**src/rtl/adc_lane_align_fsm.sv**
```systemverilog
// Deserializer training sequencer: per lane and channel, sweeps IDELAY taps, loads the centre
// of the widest stable window, then bitslips until the training word is seen.
module adc_lane_align_fsm #(
    parameter int                        PORTS          = 8,
    parameter int                        DATA_WIDTH_ADC = 12,
    parameter logic [DATA_WIDTH_ADC-1:0] PATTERN        = 12'hA36,
    parameter int                        SETTLE_CYCLES  = 16,
    parameter int                        CHECK_SAMPLES  = 64,
    parameter int                        SLIP_WAIT      = 8
) (
    input  logic                              clk_i,
    input  logic                              rstn_i,
    input  logic                              start_i,
    input  logic [PORTS*DATA_WIDTH_ADC-1:0]   i_data_i,
    input  logic [PORTS*DATA_WIDTH_ADC-1:0]   q_data_i,
    output logic [PORTS-1:0]                  mux_cntrl_o,
    output logic                              i_dl_ce_o,
    output logic                              q_dl_ce_o,
    output logic                              i_dl_in_o,
    output logic                              q_dl_in_o,
    output logic                              i_dl_load_val_o,
    output logic                              q_dl_load_val_o,
    output logic [4:0]                        i_dl_cnt_in_o,
    output logic [4:0]                        q_dl_cnt_in_o,
    output logic                              bitslip_i_o,
    output logic                              bitslip_q_o,
    output logic                              busy_o,
    output logic                              done_o,
    output logic [PORTS-1:0]                  ok_i_o,
    output logic [PORTS-1:0]                  ok_q_o,
    output logic [PORTS*5-1:0]                tap_i_o,
    output logic [PORTS*5-1:0]                tap_q_o
);

    localparam int LANE_W = (PORTS > 1) ? $clog2(PORTS) : 1;
    localparam int CNT_W  = 16;
    localparam int SLIP_W = $clog2(DATA_WIDTH_ADC + 1);

    typedef enum logic [3:0] {
        IDLE, SEL, LOAD0, SETTLE, SAMPLE, STEP, CENTER,
        SLIP_CHECK, SLIP_PULSE, SLIP_HOLD, NEXT, QUIET
    } state_t;

    state_t                    state;
    logic [LANE_W-1:0]         lane;
    logic                      chan;
    logic [4:0]                tap;
    logic [CNT_W-1:0]          cnt;
    logic [SLIP_W-1:0]         slips;
    logic                      pass;
    logic                      aligning;
    logic                      last;
    logic [5:0]                cur_start;
    logic [5:0]                cur_len;
    logic [5:0]                best_start;
    logic [5:0]                best_len;
    logic [DATA_WIDTH_ADC-1:0] ref_word;
    logic [DATA_WIDTH_ADC-1:0] word;
    logic [5:0]                ext_start;
    logic [5:0]                ext_len;
    logic [4:0]                centre;
    logic [4:0]                tap_i_r [PORTS];
    logic [4:0]                tap_q_r [PORTS];
    logic [DATA_WIDTH_ADC-1:0] i_words [PORTS];
    logic [DATA_WIDTH_ADC-1:0] q_words [PORTS];

    for (genvar g = 0; g < PORTS; g++) begin : g_lane
        assign i_words[g]         = i_data_i[g*DATA_WIDTH_ADC +: DATA_WIDTH_ADC];
        assign q_words[g]         = q_data_i[g*DATA_WIDTH_ADC +: DATA_WIDTH_ADC];
        assign tap_i_o[g*5 +: 5]  = tap_i_r[g];
        assign tap_q_o[g*5 +: 5]  = tap_q_r[g];
    end

    assign word      = chan ? q_words[lane] : i_words[lane];
    // A passing tap either opens a new run at this tap or extends the current one.
    assign ext_start = (cur_len == 6'd0) ? {1'b0, tap} : cur_start;
    assign ext_len   = cur_len + 6'd1;
    assign centre    = 5'(best_start + ((best_len - 6'd1) >> 1));

    always_ff @(posedge clk_i) begin
        if (state == SAMPLE && cnt == '0) ref_word <= word;
    end

    always_ff @(posedge clk_i or negedge rstn_i) begin
        if (!rstn_i) begin
            state           <= IDLE;
            lane            <= '0;
            chan            <= 1'b0;
            tap             <= '0;
            cnt             <= '0;
            slips           <= '0;
            pass            <= 1'b0;
            aligning        <= 1'b0;
            last            <= 1'b0;
            cur_start       <= '0;
            cur_len         <= '0;
            best_start      <= '0;
            best_len        <= '0;
            mux_cntrl_o     <= PORTS'(PORTS);
            i_dl_ce_o       <= 1'b0;
            q_dl_ce_o       <= 1'b0;
            i_dl_in_o       <= 1'b0;
            q_dl_in_o       <= 1'b0;
            i_dl_load_val_o <= 1'b0;
            q_dl_load_val_o <= 1'b0;
            i_dl_cnt_in_o   <= '0;
            q_dl_cnt_in_o   <= '0;
            bitslip_i_o     <= 1'b0;
            bitslip_q_o     <= 1'b0;
            busy_o          <= 1'b0;
            done_o          <= 1'b0;
            ok_i_o          <= '0;
            ok_q_o          <= '0;
            for (int k = 0; k < PORTS; k++) begin
                tap_i_r[k] <= '0;
                tap_q_r[k] <= '0;
            end
        end else begin
            i_dl_ce_o       <= 1'b0;
            q_dl_ce_o       <= 1'b0;
            i_dl_in_o       <= 1'b0;
            q_dl_in_o       <= 1'b0;
            i_dl_load_val_o <= 1'b0;
            q_dl_load_val_o <= 1'b0;
            bitslip_i_o     <= 1'b0;
            bitslip_q_o     <= 1'b0;
            done_o          <= 1'b0;

            case (state)
                IDLE: begin
                    if (start_i) begin
                        ok_i_o <= '0;
                        ok_q_o <= '0;
                        for (int k = 0; k < PORTS; k++) begin
                            tap_i_r[k] <= '0;
                            tap_q_r[k] <= '0;
                        end
                        lane        <= '0;
                        chan        <= 1'b0;
                        last        <= 1'b0;
                        busy_o      <= 1'b1;
                        mux_cntrl_o <= '0;
                        cnt         <= '0;
                        state       <= SEL;
                    end
                end
                SEL: begin
                    if (cnt == CNT_W'(1)) begin
                        cnt   <= '0;
                        state <= LOAD0;
                    end else begin
                        cnt <= cnt + CNT_W'(1);
                    end
                end
                LOAD0: begin
                    if (chan) begin
                        q_dl_load_val_o <= 1'b1;
                        q_dl_cnt_in_o   <= '0;
                    end else begin
                        i_dl_load_val_o <= 1'b1;
                        i_dl_cnt_in_o   <= '0;
                    end
                    tap        <= '0;
                    cur_start  <= '0;
                    cur_len    <= '0;
                    best_start <= '0;
                    best_len   <= '0;
                    aligning   <= 1'b0;
                    cnt        <= '0;
                    state      <= SETTLE;
                end
                SETTLE: begin
                    if (cnt == CNT_W'(SETTLE_CYCLES - 1)) begin
                        cnt   <= '0;
                        state <= aligning ? SLIP_CHECK : SAMPLE;
                    end else begin
                        cnt <= cnt + CNT_W'(1);
                    end
                end
                SAMPLE: begin
                    if (cnt == '0) begin
                        cnt <= CNT_W'(1);
                        if (CHECK_SAMPLES <= 1) begin
                            pass  <= 1'b1;
                            state <= STEP;
                        end
                    end else if (word != ref_word) begin
                        pass  <= 1'b0;
                        state <= STEP;
                    end else if (cnt == CNT_W'(CHECK_SAMPLES - 1)) begin
                        pass  <= 1'b1;
                        state <= STEP;
                    end else begin
                        cnt <= cnt + CNT_W'(1);
                    end
                end
                STEP: begin
                    cnt <= '0;
                    // Strictly-longer replacement keeps the earliest window on ties.
                    if (pass) begin
                        if (tap == 5'd31) begin
                            if (ext_len > best_len) begin
                                best_start <= ext_start;
                                best_len   <= ext_len;
                            end
                        end else begin
                            cur_start <= ext_start;
                            cur_len   <= ext_len;
                        end
                    end else begin
                        if (cur_len > best_len) begin
                            best_start <= cur_start;
                            best_len   <= cur_len;
                        end
                        cur_len <= '0;
                    end
                    if (tap == 5'd31) begin
                        state <= CENTER;
                    end else begin
                        if (chan) begin
                            q_dl_ce_o <= 1'b1;
                            q_dl_in_o <= 1'b1;
                        end else begin
                            i_dl_ce_o <= 1'b1;
                            i_dl_in_o <= 1'b1;
                        end
                        tap   <= tap + 5'd1;
                        state <= SETTLE;
                    end
                end
                CENTER: begin
                    if (best_len == 6'd0) begin
                        if (chan) begin
                            ok_q_o[lane]  <= 1'b0;
                            tap_q_r[lane] <= '0;
                        end else begin
                            ok_i_o[lane]  <= 1'b0;
                            tap_i_r[lane] <= '0;
                        end
                        state <= NEXT;
                    end else begin
                        if (chan) begin
                            q_dl_load_val_o <= 1'b1;
                            q_dl_cnt_in_o   <= centre;
                            tap_q_r[lane]   <= centre;
                        end else begin
                            i_dl_load_val_o <= 1'b1;
                            i_dl_cnt_in_o   <= centre;
                            tap_i_r[lane]   <= centre;
                        end
                        slips    <= '0;
                        aligning <= 1'b1;
                        cnt      <= '0;
                        state    <= SETTLE;
                    end
                end
                SLIP_CHECK: begin
                    if (word == PATTERN) begin
                        if (chan) ok_q_o[lane] <= 1'b1;
                        else      ok_i_o[lane] <= 1'b1;
                        state <= NEXT;
                    end else if (slips == SLIP_W'(DATA_WIDTH_ADC)) begin
                        state <= NEXT;
                    end else begin
                        if (chan) bitslip_q_o <= 1'b1;
                        else      bitslip_i_o <= 1'b1;
                        state <= SLIP_PULSE;
                    end
                end
                SLIP_PULSE: begin
                    slips <= slips + SLIP_W'(1);
                    cnt   <= '0;
                    state <= SLIP_HOLD;
                end
                SLIP_HOLD: begin
                    if (cnt == CNT_W'(SLIP_WAIT - 1)) begin
                        cnt   <= '0;
                        state <= SLIP_CHECK;
                    end else begin
                        cnt <= cnt + CNT_W'(1);
                    end
                end
                NEXT: begin
                    aligning <= 1'b0;
                    cnt      <= '0;
                    if (!chan) begin
                        chan  <= 1'b1;
                        state <= LOAD0;
                    end else begin
                        chan  <= 1'b0;
                        state <= QUIET;
                        if (lane == LANE_W'(PORTS - 1)) last <= 1'b1;
                        else                            lane <= lane + LANE_W'(1);
                    end
                end
                QUIET: begin
                    // The line mux latches per lane, so the select only moves after two idle cycles.
                    if (cnt == CNT_W'(1)) begin
                        cnt <= '0;
                        if (last) begin
                            last        <= 1'b0;
                            mux_cntrl_o <= PORTS'(PORTS);
                            done_o      <= 1'b1;
                            busy_o      <= 1'b0;
                            state       <= IDLE;
                        end else begin
                            mux_cntrl_o <= PORTS'(lane);
                            state       <= SEL;
                        end
                    end else begin
                        cnt <= cnt + CNT_W'(1);
                    end
                end
                default: state <= IDLE;
            endcase
        end
    end

endmodule

```
**config.mk**
```make
export PLATFORM = sky130hd
export DESIGN_NAME = adc_lane_align_fsm
export DESIGN_NICKNAME = d
export VERILOG_FILES = /design/src/rtl/adc_lane_align_fsm.sv
export SDC_FILE = /design/constraint.sdc
export NUM_CORES = 1
export LEC_CHECK = 0
export CAP_MARGIN = 20
export CORE_ASPECT_RATIO = 0.7
export CORE_UTILIZATION = 43
export CTS_CLUSTER_SIZE = 24
export DETAILED_ROUTE_END_ITERATION = 12
export PLACE_DENSITY = 0.77
export SLEW_MARGIN = 40
export SYNTH_ARGS = -nofsm -noshare
export SYNTH_HDL_FRONTEND = slang
export SYNTH_SLANG_ARGS = --single-unit
export TNS_END_PERCENT = 30
```
**constraint.sdc**
```tcl
create_clock -name clk_i -period 2.86 [get_ports clk_i]
set_clock_uncertainty 0.05 [all_clocks]
set_input_delay 0.572 -clock clk_i [delete_from_list [all_inputs] [get_ports clk_i]]
set_output_delay 0.572 -clock clk_i [all_outputs]
set_load 0.01 [all_outputs]
```
# [Yosys cells after proc, flatten, opt, wreduce, memory -nomap -nowiden]
# Cells that the tools add are included.
# Widths: inputs -> output; s select.
[word_totals] input_bits=195 out_inout_bits=124 reg_bits=193 word_cells=282
[classes] magnitude_cmp=6 n_reduce_logical=41 eq_ne=48 bitwise=10 n_addsub=7 muxes=127
[ops] operator="$mux 40" count=7
[ops] operator="$pmux 40 s2" count=2
[ops] operator="$mux 16" count=8
[ops] operator="$pmux 16 s7" count=1
[ops] operator="$and 40x40->40" count=2
[ops] operator="$bwmux 40" count=2
[ops] operator="$mux 8" count=10
[ops] operator="$bmux 12 s3" count=2
[ops] operator="$mux 12" count=5
[ops] operator="$mux 5" count=12
[ops] operator="$mux 6" count=9
[ops] operator="$mux 4" count=12
[ops] operator="$pmux 4 s12" count=1
[ops] operator="$pmux 8 s3" count=2
[ops] operator="$ne 2x2->1 const B" count=21
[ops] operator="$not 40->40" count=1
[ops] operator="$pmux 5 s2" count=4
[ops] operator="$pmux 6 s2" count=3
[ops] operator="$mux 1" count=29
[ops] operator="$eq 4x4->1 const B" count=5
[ops] operator="$reduce_and 4->1" count=5
[ops] operator="$ne 3x3->1 const B" count=6
[ops] operator="$add 16x1->16 const B" count=1
[ops] operator="$and 8x8->8" count=2
[ops] operator="other kinds (50)" count=87

# [Depth between registers and ports, before layout]
[logic_depth] word_depth=10 ltp_mapped=14 ltp_nobuf=13

# [Least setup slack after synthesis]
# No wires, ideal clock.
[synth_path] kind="in2reg" from="in q_data_i[22]" to="reg ok_q_o[0]" arrival_ns=2.896 slack_ns=-0.213 cell_stages=10 required_time_ns=2.683 setup_time_ns=0.127 path_cell_list="mux2_2 a221o_1 a221oi_2 a21oi_2 or4_4 nor4_4 a21oi_2 a31o_4 o21ai_1 o21ai_1"
[synth_via] elab_chain_cells=7
[synth_rtl] item="from (decl)" line="15" text="input logic [PORTS*DATA_WIDTH_ADC-1:0] q_data_i,"
[synth_rtl] item="$bmux 12 s3" line="74" text="assign word = chan ? q_words[lane] : i_words[lane];"
[synth_rtl] item="$mux 12 (implied by the code) (2 in series)" line="74"
[synth_rtl] item="$mux 12" line="74"
[synth_rtl] item="via word[10]" line="58" text="logic [DATA_WIDTH_ADC-1:0] word;"
[synth_rtl] item="$eq 12x12->1" line="258" text="if (word == PATTERN) begin"
[synth_rtl] item="$ne 2x2->1 (no line)"
[synth_rtl] item="$reduce_and 6->1 (no line)"
[synth_rtl] item="to (signal assigned)" line="113" text="ok_q_o <= '0;"
[synth_rtl] item="to (signal assigned)" line="133" text="ok_q_o <= '0;"
[synth_rtl] item="to (signal, indexed assignment)" line="259" text="if (chan) ok_q_o[lane] <= 1'b1;"
[synth_rtl] item="to (decl)" line="30" text="output logic [PORTS-1:0] ok_q_o,"
# The timed path passes the listed nets, and every way through them passes these cells. The select of a mux whose other input is x is not followed.
# A chain may end at the register's enable or synchronous reset.

# [Final worst setup path]
[layout_path] from="reg lane[0]" to="reg cnt[10]"
[layout_via] elab_chain_cells=8
[layout_rtl] item="from (decl)" line="45" text="logic [LANE_W-1:0] lane;"
[layout_rtl] item="from (signal assigned)" line="293" text="else lane <= lane + LANE_W'(1);"
[layout_rtl] item="$not 3->4 (implied by the code) *" line="74"
[layout_rtl] item="$bmux 12 s3" line="74"
[layout_rtl] item="$mux 12 (implied by the code) (2 in series)" line="74"
[layout_rtl] item="$mux 12 *" line="74"
[layout_rtl] item="via word[10]" line="58"
[layout_rtl] item="$ne 12x12->1 *" line="187" text="end else if (word != ref_word) begin"
[layout_rtl] item="$ne 3x3->1 (no line) *"
[layout_rtl] item="$reduce_and 5->1 (no line) *"
[layout_rtl] item="to (signal assigned)" line="152" text="cnt <= cnt + CNT_W'(1);"
[layout_rtl] item="to (signal assigned)" line="177" text="cnt <= cnt + CNT_W'(1);"
[layout_rtl] item="to (signal assigned)" line="194" text="cnt <= cnt + CNT_W'(1);"
[layout_rtl] item="to (decl)" line="48" text="logic [CNT_W-1:0] cnt;"
# The timed path passes the listed nets; every way through them passes the cells marked *. The select of a mux whose other input is x is not followed.

==> impl_metrics.toml <==
[setup_path]
path_max_fanout = 9
cp_cell_sequence = "buf_12 > mux2_2 > a221o_1 > a221oi_2 > a21oi_4 > xor2_2 > nor4_2 > buf_4 > and3b_2 > a21o_4 > buf_6 > and4b_1 > a211o_1"
crit_start = "lane[0]"
max_stage_delay_ns = 0.49
path_depth = 13
path_class = "flop to flop"
r2r_cells = 13
critPathRequiredTime_ns = 3.14
arrival_ns = 3.57
startpoint_type = "flop"
regToRegSetupSlack_ns = -0.43
critPathTopFamily = "compound AO/OA/AOI/OAI gates"
cp-end-kind = "flop"
cpMaxStageDelayCell = "dfrtp_4"
critPathBufInv = 3
regToRegEndpoint = "cnt[10]"
r2r-start = "lane[0]"

[floorplan]
fp.coreArea_um2 = 23900
ioPinCount = 319
dieHeight_um = 133
dieArea_um2 = 25300
start_util_pct = 44.4
die_width_um = 190
rows = 47

[timing]
period_minus_slack_ns = 3.29
postLayoutSetupSlackWorst_ns = -0.432
worst_pin_slew_ns = 0.650
rsz0062_at_grt = "true"
report.final.slew_viol_count = 0
fin_crit_sh_pct = 115
max_freq_mhz = 304
hold_ws_ns = 0.0395
hold_viol_final = 0
relSlewSlack_pct = 56.2
setup_violations = 37

[power_and_ir_drop]
power_density_nw_per_um2 = 578
leakagePower_nw = 6.84
seqPwrFrac_pct = 32.9
combPwrFrac_pct = 40.3
p_switching_mw = 3.54
switching_share_pct = 38.1
internal_power_mw = 5.75
p_clk_share_pct = 26.8
worst_ir_drop_vdd_mv = 0.582

[flow_run]
cap_violations = 0

[place]
finalWeightedCongestion = 0.983
dp_hpwl_um = 29700
io_buffer_count = 314

[synth]
synth_top_cell_by_area = "dfrtp_1"
ys_ff_latch = 188
netlist.area_leader.share_pct = 41.3
synth_most_common_cell = "dfrtp_1"
synth-edff-count = 12
synth_area_leaders = "dfrtp_1 41%, o21ai_0 6.4%, nand2_1 5.7%"
syn_area_per_cell_um2 = 9.39
netlist_area_um2 = 10600
yosys-top-cells-count = "175 x dfrtp_1, 162 x nand2_1, 135 x o21ai_0"
synthArstFlopShare_pct = 93.6
syn-instance-count = 1131
synthFlopType = "dfrtp_1"
yosysSeqAreaShare_pct = 44.9
yosysWarningCount = 0
yosysUniqueCellTypes = 74

[cts]
cts_root_buffer = "clkbuf_16"
h-tree-depth = 4
numClockSinks = 188
clockBufferDepth = 2
clkTransAtPathRegs_ns = 0.08
clock_latency_ns = 0.45
cts_buffers = 17
cts_tree = "built"

[grt]
antenna_found_initial = 0
grt_overflow = 0
first_global_vias = 10700
track_usage_pct = 31.4
grt_pass1_wl_um = 61000
grt_max_degree = 57

[outcome]
violations = "negative setup slack"
status = "complete, but fails checks"

[final_layout]
drive_gt1_share_pct = 18.1
area_delta_synth_final_pct = 51.3
num_antenna_cells = 0
final_nets = 1774
utilization_pct = 67.1

[route]
ant_nets = 0
dr.pass1.iters = 7
drc_errors = 0
routed_wl_um = 39500
wl_per_cell_um = 21.0
routed_via_density = 5.83
vias = 11000
drt_iter0_markers = 1030

[worst_hold_path]
hold_class = "input pin to asynchronous set/reset pin"
cells in the final DEF, fill, tap and decap left out, types with 11 or more instances in the layout:
master,instances
nand3_1,31
mux2i_1,37
a21oi_1,34
nor3_1,12
nor2_1,71
a22o_1,50
buf_4,126
o21ai_1,27
ha_1,29
nand4_1,13
inv_1,36
a221oi_1,11
edfxtp_1,12
nand2_1,161
clkbuf_16,17
xnor2_1,16
o2bb2ai_1,11
mux2_2,29
clkdlybuf4s50_1,313
dfrtp_1,170
o21ai_0,116
a21o_1,12
worst max path at each step:
stage,endpoint,slack [ns]
2_1_floorplan,ok_q_o[0],-0.05
3_3_place_gp,cnt[9],-0.86
3_5_place_dp,cnt[8],-0.93
4_1_cts,cnt[2],-0.44
5_1_grt,ok_q_o[3],-0.55
6_report,cnt[10],-0.43
cell type report:
cell class / instances / area [um2]
multi-input cells: 843 / 5700
fillers: 1794 / 7870
flip-flops and latches: 188 / 4770
inverters: 39 / 146
clock buffers: 17 / 425
clock inverters: 15 / 210
repair buffers: 460 / 4410
well taps: 318 / 398
power by group through the flow:
| stage | Sequential (mW) | Clock (mW) | Combinational, mW |
|---|---|---|---|
| after global routing | 3.08 | 2.62 | 4.01 |
| after floorplan | 3.09 | 0 | 1.82 |
| final | 3.06 | 2.49 | 3.74 |
| after CTS | 3.05 | 2.50 | 3.54 |
| after detailed placement | 3.10 | 0 | 3.38 |
| after global placement | 3.09 | 0 | 3.33 |
metal layers:
| layer | track usage (%) | share of wire (%) |
|---|---|---|
| met5 | 0 | 0 |
| met4 | 9.23 | 2.3 |
| met3 | 6.43 | 9.3 |
| met2 | 48.7 | 45 |
| met1 | 44.3 | 43 |
metrics by stage:
step	instance area, um2	setup TNS, ns	setup slack (ns)	power, mW	instances
after floorplan	10600	-0.582	-0.0545	4.91	1134
after global placement	15000	-25.41	-0.859	6.42	1835
after detailed placement	15000	-27.77	-0.932	6.48	1835
after CTS	15800	-12.44	-0.437	9.08	1876
after global routing	16100	-16.83	-0.553	9.70	1880
final	16100	-12.15	-0.432	9.29	1880
sequential cells by signal (all words and copies together), names as in the netlist, 3 cells and up:
register       cells
cur_len            6
ok_q_o             8
ok_i_o             8
mux_cntrl_o        4
q_dl_cnt_in_o      5
ref_word          12
state              4
cur_start          5
i_dl_cnt_in_o      5
lane               3
tap_i_o           40
tap                5
slips              4
best_start         5
best_len           6
tap_q_o           40
cnt               16
cells by family after synthesis:
kind of cell / after synthesis / share of synthesized area [%]
other cells: 1 / 0.0353
simple gates: 352 / 15.2
buf+inv: 103 / 4.37
mux: 70 / 6.98
flops: 188 / 44.9
compound gates: 356 / 22.3
xor+xnor: 31 / 2.56
fa+ha+maj: 30 / 3.61
timing repair:
item / 4_1_cts / 5_1_grt
hold buffers: 0 / 0
buffers inserted: 8 / 5
pin swaps: 4 / 12
resized for setup: 33 / 55
gates cloned: 1 / 0
setup endpoints to repair: 37 / 56
No activity file was read; power rests on OpenSTA's default activity.
